[src/rtl/mem_arb_pkg.sv]
// mem_arb_pkg: shared types and constants for the memory port arbiter
package mem_arb_pkg;
  localparam int AW_DEF = 32;
  localparam int DW_DEF = 32;
  localparam logic [2:0] MEM_TYPE_WORD = 3'b010;
  typedef enum logic [1:0] {IDLE, I_WAIT, D_WAIT, RESP} state_t;
  typedef enum logic {OWN_I, OWN_D} owner_t;
endpackage

[src/rtl/arb_starve_ctr.sv]
// arb_starve_ctr: counts data grants taken while fetch waits and raises o_force at LIMIT
//   clk, rst       clock, synchronous active-high reset
//   i_if_req       fetch request pending
//   i_data_acc     data transaction accepted this cycle
//   i_fetch_acc    fetch transaction accepted this cycle
//   o_force        fetch must win the next selection
module arb_starve_ctr #(
  parameter int LIMIT = 4
) (
  input  logic clk,
  input  logic rst,
  input  logic i_if_req,
  input  logic i_data_acc,
  input  logic i_fetch_acc,
  output logic o_force
);
  localparam int CW = $clog2(LIMIT + 1);
  logic [CW-1:0] r_cnt;
  always_ff @(posedge clk) begin
    if (rst || i_fetch_acc || !i_if_req) r_cnt <= '0;
    else if (i_data_acc && r_cnt != CW'(LIMIT)) r_cnt <= r_cnt + 1'b1;
  end
  assign o_force = r_cnt == CW'(LIMIT);
endmodule

[src/rtl/mem_port_arbiter.sv]
// mem_port_arbiter: shares one variable-latency memory between fetch and load/store ports
//   CLK, Reset                    clock, synchronous active-high reset
//   if_req/if_addr -> if_rdata/if_valid              fetch port
//   d_rd_en/d_wr_en/d_addr/d_wdata/d_type -> d_rdata/d_valid   data port
//   mem_req/mem_we/mem_addr/mem_wdata/mem_type, mem_ready/mem_rvalid/mem_rdata   memory side
//   cpu_stall                     pipeline stall while any request is outstanding
//   Define ARB_STARVE_EN to force fetch after STARVE_LIMIT data grants with fetch pending.
module mem_port_arbiter
  import mem_arb_pkg::*;
#(
  parameter int AW = AW_DEF,
  parameter int DW = DW_DEF
`ifdef ARB_STARVE_EN
  , parameter int STARVE_LIMIT = 4
`endif
) (
  input  logic          CLK,
  input  logic          Reset,
  input  logic          if_req,
  input  logic [AW-1:0] if_addr,
  output logic [DW-1:0] if_rdata,
  output logic          if_valid,
  input  logic          d_rd_en,
  input  logic          d_wr_en,
  input  logic [AW-1:0] d_addr,
  input  logic [DW-1:0] d_wdata,
  input  logic [2:0]    d_type,
  output logic [DW-1:0] d_rdata,
  output logic          d_valid,
  output logic          mem_req,
  output logic          mem_we,
  output logic [AW-1:0] mem_addr,
  output logic [DW-1:0] mem_wdata,
  output logic [2:0]    mem_type,
  input  logic          mem_ready,
  input  logic          mem_rvalid,
  input  logic [DW-1:0] mem_rdata,
  output logic          cpu_stall
);
  state_t        r_state;
  owner_t        r_owner;
  logic          r_we;
  logic [DW-1:0] r_if_rdata, r_d_rdata;
  logic          w_d_req, w_force, w_sel_d, w_sel_i, w_acc;
`ifdef ARB_STARVE_EN
  logic w_force_raw;
  arb_starve_ctr #(.LIMIT(STARVE_LIMIT)) u_starve (
    .clk        (CLK),
    .rst        (Reset),
    .i_if_req   (if_req),
    .i_data_acc (w_acc & w_sel_d),
    .i_fetch_acc(w_acc & w_sel_i),
    .o_force    (w_force_raw)
  );
  // forcing only matters while fetch is actually asking, otherwise data would idle
  assign w_force = w_force_raw & if_req;
`else
  assign w_force = 1'b0;
`endif
  assign w_d_req   = d_rd_en | d_wr_en;
  assign w_sel_d   = w_d_req & ~w_force;
  assign w_sel_i   = if_req & ~w_sel_d;
  assign mem_req   = ~Reset & (r_state == IDLE) & (w_sel_d | w_sel_i);
  assign mem_we    = mem_req & w_sel_d & d_wr_en;
  assign mem_addr  = w_sel_d ? d_addr : if_addr;
  assign mem_wdata = d_wdata;
  assign mem_type  = w_sel_d ? d_type : MEM_TYPE_WORD;
  assign w_acc     = mem_req & mem_ready;
  assign if_rdata  = r_if_rdata;
  assign d_rdata   = r_d_rdata;
  assign if_valid  = (r_state == RESP) & (r_owner == OWN_I);
  assign d_valid   = (r_state == RESP) & (r_owner == OWN_D);
  assign cpu_stall = ~Reset & ((if_req & ~if_valid) | (w_d_req & ~d_valid));
  always_ff @(posedge CLK) begin
    if (Reset) begin
      r_state    <= IDLE;
      r_owner    <= OWN_I;
      r_we       <= 1'b0;
      r_if_rdata <= '0;
      r_d_rdata  <= '0;
    end else begin
      case (r_state)
        IDLE: if (w_acc) begin
          r_state <= w_sel_d ? D_WAIT : I_WAIT;
          r_owner <= w_sel_d ? OWN_D : OWN_I;
          r_we    <= mem_we;
        end
        I_WAIT: if (mem_rvalid) begin
          r_state    <= RESP;
          r_if_rdata <= mem_rdata;
        end
        D_WAIT: if (mem_rvalid) begin
          r_state <= RESP;
          if (!r_we) r_d_rdata <= mem_rdata;
        end
        default: r_state <= IDLE;
      endcase
    end
  end
endmodule

[config.mk]
export PLATFORM = sky130hd
export DESIGN_NAME = mem_port_arbiter
export DESIGN_NICKNAME = d
export VERILOG_FILES = /design/src/rtl/mem_arb_pkg.sv /design/src/rtl/arb_starve_ctr.sv /design/src/rtl/mem_port_arbiter.sv
export SDC_FILE = /design/constraint.sdc
export NUM_CORES = 1
export LEC_CHECK = 0
export BUFFER_PORTS_ARGS = -buffer_cell sky130_fd_sc_hd__clkbuf_2
export CAP_MARGIN = 20
export CORE_UTILIZATION = 30
export CTS_BUF_LIST = sky130_fd_sc_hd__clkbuf_2
export CTS_CLUSTER_SIZE = 30
export DETAILED_ROUTE_END_ITERATION = 10
export GPL_ROUTABILITY_DRIVEN = 0
export PLACE_DENSITY_LB_ADDON = 0.2
export SYNTH_ARGS = -nofsm -noshare
export SYNTH_HDL_FRONTEND = slang
export SYNTH_SLANG_ARGS = --single-unit
[constraint.sdc]
create_clock -name CLK -period 1.7 [get_ports CLK]
set_input_delay 0.255 -clock CLK [delete_from_list [all_inputs] [get_ports CLK]]
set_output_delay 0.255 -clock CLK [all_outputs]
set_load 0.02 [all_outputs]
---- Word level (Yosys, flattened, before mapping) ----
Index checks and enable logic that the tools add are counted.
storage, ports and cells
  input port bits ......................... 138
  logic and storage cells ................. 43
  flip-flop bits (word level) ............. 68
  output and inout port bits .............. 136
cells by class
  multiplexer cells ....................... 7
  reductions and logical operators ........ 6
  equality and inequality tests ........... 5
  bitwise operators ....................... 20
operator list
  operator              number
  $mux W32              1
  $and A1 B1 Y1         11
  $mux W2               3
  $not A1 Y1            6
  $reduce_and A2 Y1     3
  $eq A2 B2 Y1 const B  2
  $pmux W2 S2           1
  $mux W3               1
  $or A1 B1 Y1          3
  $reduce_and A3 Y1     1
  $eq A2 B1 Y1 const B  1
  $logic_not A2 Y1      1
  $ne A2 B1 Y1 const B  1
  $ne A2 B2 Y1 const B  1
  $reduce_or A2 Y1      1
  $mux W1               1

---- Depth between registers and ports, before layout ----
  depth in word-level cells ............... 8
  gate-level depth with buffers ........... 8
  mapped depth without buffers ............ 6

---- Worst setup path after synthesis ----
OpenSTA, ideal clock, no wires.
  path type ............................... register to output
  from .................................... register r_state[0]
  to ...................................... output mem_we
  path buffers ............................ 0
  data arrival time ....................... 1.519 ns
  slack ................................... -0.074 ns
  stages on the path, launching flop included .. 5
  required time ........................... 1.445 ns
  path through ............................ dfxtp_1 inv_1 ha_1 nor3b_1 and2_1
between the ends
  cells in the longest elaborated chain, start to end .. 5
ends and longest elaborated chain
  item                        line                    text
  start: declaration          mem_port_arbiter.sv:40  state_t r_state;
  start signal: assignment    mem_port_arbiter.sv:84  r_state <= w_sel_d ? D_WAIT : I_WAIT;
  $logic_not A2 Y1            mem_port_arbiter.sv:63  assign mem_req = ~Reset & (r_state == IDLE) & (w_sel_d | w_sel_i);
  $and A1 B1 Y1 (2 in a row)  mem_port_arbiter.sv:63
  via mem_req                 mem_port_arbiter.sv:30  output logic mem_req,
  $and A1 B1 Y1 (2 in a row)  mem_port_arbiter.sv:64  assign mem_we = mem_req & w_sel_d & d_wr_en;
  end: declaration            mem_port_arbiter.sv:31  output logic mem_we,
The timed path passes the listed nets, and every way through them passes these cells.

---- Worst setup path in the final report ----
  from .................................... register r_state[1]
  to ...................................... output cpu_stall
between the ends
  cells in the longest elaborated chain, start to end .. 6
  elaborated cells between the ends (all ways) .. 9
  those cells by class .................... eq/ne (1); bitwise (8)
ends and longest elaborated chain
  item                                     line                                            text
  $eq A2 B2 Y1 *                           mem_port_arbiter.sv:71, mem_port_arbiter.sv:72
  $and A1 B1 Y1, on equally long branches  mem_port_arbiter.sv:71, mem_port_arbiter.sv:72
  $not A1 Y1                               mem_port_arbiter.sv:73                          assign cpu_stall = ~Reset & ((if_req & ~if_valid) | (w_d_req & ~d_valid));
  $and A1 B1 Y1                            mem_port_arbiter.sv:73
  $or A1 B1 Y1 *                           mem_port_arbiter.sv:73
  $and A1 B1 Y1 *                          mem_port_arbiter.sv:73
  end: declaration                         mem_port_arbiter.sv:38                          output logic cpu_stall
Mark *: on every way between the ends. The rest lies on a longest branch, timed or not.

==> flow_summary_export.csv <==
group,metric,value,unit
outcome,outcome,"finished with violations",
outcome,failed_checks,"negative setup slack",
logic_synthesis,yosys_register_bits,68,
min_path,origin_of_the_worst_min_delay_path,"d_wr_en",
timing,setup_violations,3,
power,leakage,2.28,nW
layout,seqCellArea,1370,sq um
layout,postLayoutCoreUtil,45.4,%
min_path,min_path_type,"in2reg",
die,floorplan.core_area,10500,sq um
power,report.power.total,0.00465,W
detailed_routing,post_drt_via_cell_ratio,4.53,
global_routing,grt.overflow.total,0,
timing,worst_slew_margin_rel,69.5,%
cts,cts.clk_slew.worst_paths,0.17,ns
critical_path,worstPathRequired,1.44,ns
critical_path,timing.critical_path.from_type,"flip-flop",
detailed_routing,drtIter0Drc,141,
placed_design,buffer_ports.inserted,209,
critical_path,crit_type,"reg2out",
power,vdd_drop_max,0.542,mV
logic_synthesis,yosysUniqueCellTypes,28,
global_routing,grt_max_degree,71,
detailed_routing,drt-wirelength-per-cell,16.0,microns
cts,tritoncts_clock_tree,"built",
timing,unrepaired_setup_endpoints_after_global_routing,"yes",
layout,multiInputGateArea,1570,sq um
critical_path,cp_data_arrival_time,1.61,ns
timing,clock.fmax,0.535,GHz
cts,cts_buffer_depth,2,
critical_path,crit_slowest_cell,"sky130_fd_sc_hd__dfxtp_4",
detailed_routing,postRouteWirelength,11.8,mm
timing,setup_ws,-0.169,ns
cts,clk_root_buffer_cell,"sky130_fd_sc_hd__clkbuf_2",
layout,num-nets-final,738,
cts,clock_latency,0.53,ns
critical_path,rr_endpoint,"if_rdata[22]$_SDFFE_PP0P_",
logic_synthesis,yosysSeqAreaShare,41.2,%
layout,fillerInstances,1015,
critical_path,reg2reg_depth,6,
power,power-per-cell-area,973,nW/um^2
cts,clock_tree.htree_level_count,3,
critical_path,worst_path_largest_cell_delay,0.40,ns
timing,final_period_util,110,%
critical_path,timing.critical_path.fanout_max,3,
die,top_level_ports,274,
global_routing,grt_pass1_vias,3319,
global_routing,grt_pass1_wl,17.1,mm
global_routing,grt.total_usage,20.2,%
logic_synthesis,synth-warning-count,0,
min_path,min_delay_path_depth,4,
detailed_routing,firstDrtPassIters,4,
die,die_height,107,microns
min_path,worst_hold_path.endpoint,"r_we$_SDFFE_PP0P_",
cts,cts-buffers-inserted,9,
logic_synthesis,postSynthNetCount,533,
timing,hold_violations,0,
timing,fin_skew,0.0295,ns
critical_path,r2r_slack,0.23,ns
power,switching_power,0.00167,W
detailed_routing,remaining_drc_errors,0,
critical_path,r2r-start,"r_state[0]$_SDFFE_PP0P_",
power,pwr-share-comb,36.0,%
timing,max_slew.worst_pin.slew,0.454,ns
job,number_of_max_cap_violations,0,
cts,clkSinkCount,68,
layout,num_antenna_cells,0,
timing,fin_worst_hold_slack,0.124,ns
timing,fin_crit,1.87,ns
die,dieArea,11400,sq um
timing,final-max-slew-violation-count,0,
critical_path,crit_path_end_kind,"output pin",
die,start_util,31.5,%
logic_synthesis,syn_area_per_cell,8.46,sq um
die,die_width,107,microns
power,p_sw_share,35.9,%
power,seq_power_share,40.7,%
logic_synthesis,synth.cell_area,3310,sq um
power,power.clock.fraction,23.3,%
power,power.internal,0.00298,W
layout,drive_gt1_share,46.9,%
critical_path,crit_chain,"ha_4 -> nor2b_4 -> o22ai_1 -> nor2b_2 -> buf_6",
die,core.rowCount,37,
layout,area_growth_syn_to_layout,44.4,%
detailed_routing,ant_nets,0,
detailed_routing,dr_total_vias,3339,
logic_synthesis,synthCells,391,
global_routing,number_of_antenna_violations_at_the_first_check_in_global_routing,2,
placed_design,hpwl_reported_at_the_end_of_detailed_placement,8.59,mm
## synth_stat cells
master                     count  share of area [%]
sky130_fd_sc_hd__buf_2         8                1.2
sky130_fd_sc_hd__nand2_1     130                 15
sky130_fd_sc_hd__dfxtp_1      68                 41
sky130_fd_sc_hd__a21oi_1      65                9.8
sky130_fd_sc_hd__mux2_4       27                 12
sky130_fd_sc_hd__or2_1         1               0.19
sky130_fd_sc_hd__nor3_1        3               0.45
sky130_fd_sc_hd__o21ai_1       1               0.15
sky130_fd_sc_hd__nand2b_1      2               0.38
sky130_fd_sc_hd__and2_1        5               0.95
sky130_fd_sc_hd__a211oi_1      1               0.23
sky130_fd_sc_hd__a21oi_2       1               0.26
sky130_fd_sc_hd__nor3b_1       1               0.23
sky130_fd_sc_hd__mux2i_1       1               0.30
sky130_fd_sc_hd__buf_1         2               0.23
sky130_fd_sc_hd__clkbuf_1      9                1.0
sky130_fd_sc_hd__o22ai_1       1               0.19
sky130_fd_sc_hd__buf_4        33                7.5
sky130_fd_sc_hd__and4bb_2      1               0.38
sky130_fd_sc_hd__o21ai_0       1               0.15
sky130_fd_sc_hd__ha_1          4                1.5
sky130_fd_sc_hd__or2_2         1               0.19
sky130_fd_sc_hd__nor2b_1       2               0.38
sky130_fd_sc_hd__mux2_2        7                2.4
sky130_fd_sc_hd__buf_6         4                1.4
sky130_fd_sc_hd__nor2_1        6               0.68
sky130_fd_sc_hd__inv_1         4               0.45
sky130_fd_sc_hd__buf_12        2                1.2
## worst max path at each step
stage	from	endpoint	slack, ns
6_report	r_state[1]$_SDFFE_PP0P_	cpu_stall	-0.17
5_1_grt	r_state[1]$_SDFFE_PP0P_	cpu_stall	-0.29
4_1_cts	r_state[0]$_SDFFE_PP0P_	cpu_stall	-0.25
3_5_place_dp	d_wr_en	mem_addr[20]	0.02
3_3_place_gp	d_wr_en	mem_addr[20]	0.02
2_1_floorplan	r_state[0]$_SDFFE_PP0P_	mem_we	0.17
## critical path: cells and delay by family (launching register included)
kind / cells / cell delay, ns
flip-flops: 1 / 0.40
AO/OA/AOI/OAI: 1 / 0.12
adder cells (fa/ha/maj): 1 / 0.17
AND/OR/NAND/NOR: 2 / 0.29
buffers and inverters: 1 / 0.12
## layout by cell type, fill, tap and decap left out, types with 3 or more instances in the layout
| cell type | n |
|---|---|
| sky130_fd_sc_hd__buf_12 | 3 |
| sky130_fd_sc_hd__mux2_4 | 27 |
| sky130_fd_sc_hd__nor2_1 | 5 |
| sky130_fd_sc_hd__and2_1 | 4 |
| sky130_fd_sc_hd__dlygate4sd3_1 | 33 |
| sky130_fd_sc_hd__a21oi_1 | 65 |
| sky130_fd_sc_hd__nand2_1 | 130 |
| sky130_fd_sc_hd__nor3_1 | 3 |
| sky130_fd_sc_hd__buf_4 | 6 |
| sky130_fd_sc_hd__dfxtp_1 | 66 |
| sky130_fd_sc_hd__clkbuf_2 | 215 |
| sky130_fd_sc_hd__buf_6 | 4 |
| sky130_fd_sc_hd__mux2_2 | 7 |
## kinds of logic after synthesis
kind of cell,count (synthesis),share of synthesized area (%)
simple gates,152,18.6
flops,68,41.2
compound gates,70,10.8
buf+inv,62,13.0
mux,35,14.9
fa+ha+maj,4,1.51
## power by group through the flow
stage / logic [W] / registers, W / clock network (W)
2_1_floorplan: 0.000903 / 0.00207 / 0
3_3_place_gp: 0.00150 / 0.00189 / 0
3_5_place_dp: 0.00152 / 0.00190 / 0
4_1_cts: 0.00165 / 0.00188 / 0.00112
5_1_grt: 0.00181 / 0.00192 / 0.00120
6_report: 0.00167 / 0.00189 / 0.00108
## layer usage
layer / part of all wire (%) / up-vias / track usage (%)
li1: - / 1648 / -
met1: 38 / 1499 / 20.7
met2: 50 / 166 / 34.8
met3: 10 / 22 / 9.18
met4: 2.0 / 4 / 9.39
met5: 0.22 / - / 0
## stage by stage
| stage | cell area [sq um] | std cells | TNS [ns] | setup WS, ns |
|---|---|---|---|---|
| after floorplan | 3310 | 391 | 0 | 0.174 |
| after global placement | 4210 | 686 | 0 | 0.0242 |
| after detailed placement | 4210 | 686 | 0 | 0.0235 |
| after CTS | 4740 | 737 | -0.635 | -0.254 |
| after global routing | 4770 | 737 | -0.808 | -0.293 |
| final | 4770 | 737 | -0.379 | -0.169 |
## sequential cells by signal (all words and copies together) (netlist names)
register / flops
r_state: 2
r_we: 1
r_owner: 1
d_rdata: 32
if_rdata: 32
## cell type report
class | instances | share of cell area, %
Clock inverter | 5 | 1.60
Timing Repair Buffer | 252 | 31.7
Clock buffer | 11 | 1.15
Inverter | 4 | 0.419
Tap cell | 136 | 3.56
Sequential cell | 68 | 28.7
Multi-Input combinational cell | 261 | 32.9
## what timing repair did
item / CTS / global route
setup buffers: 2 / 0
endpoints found under the hold margin: 65 / 0
hold buffers: 33 / 0
gates resized for setup: 14 / 16
endpoints found under the setup margin: 5 / 33
pin swaps: 3 / 1
No activity file was read; power rests on OpenSTA's default activity.
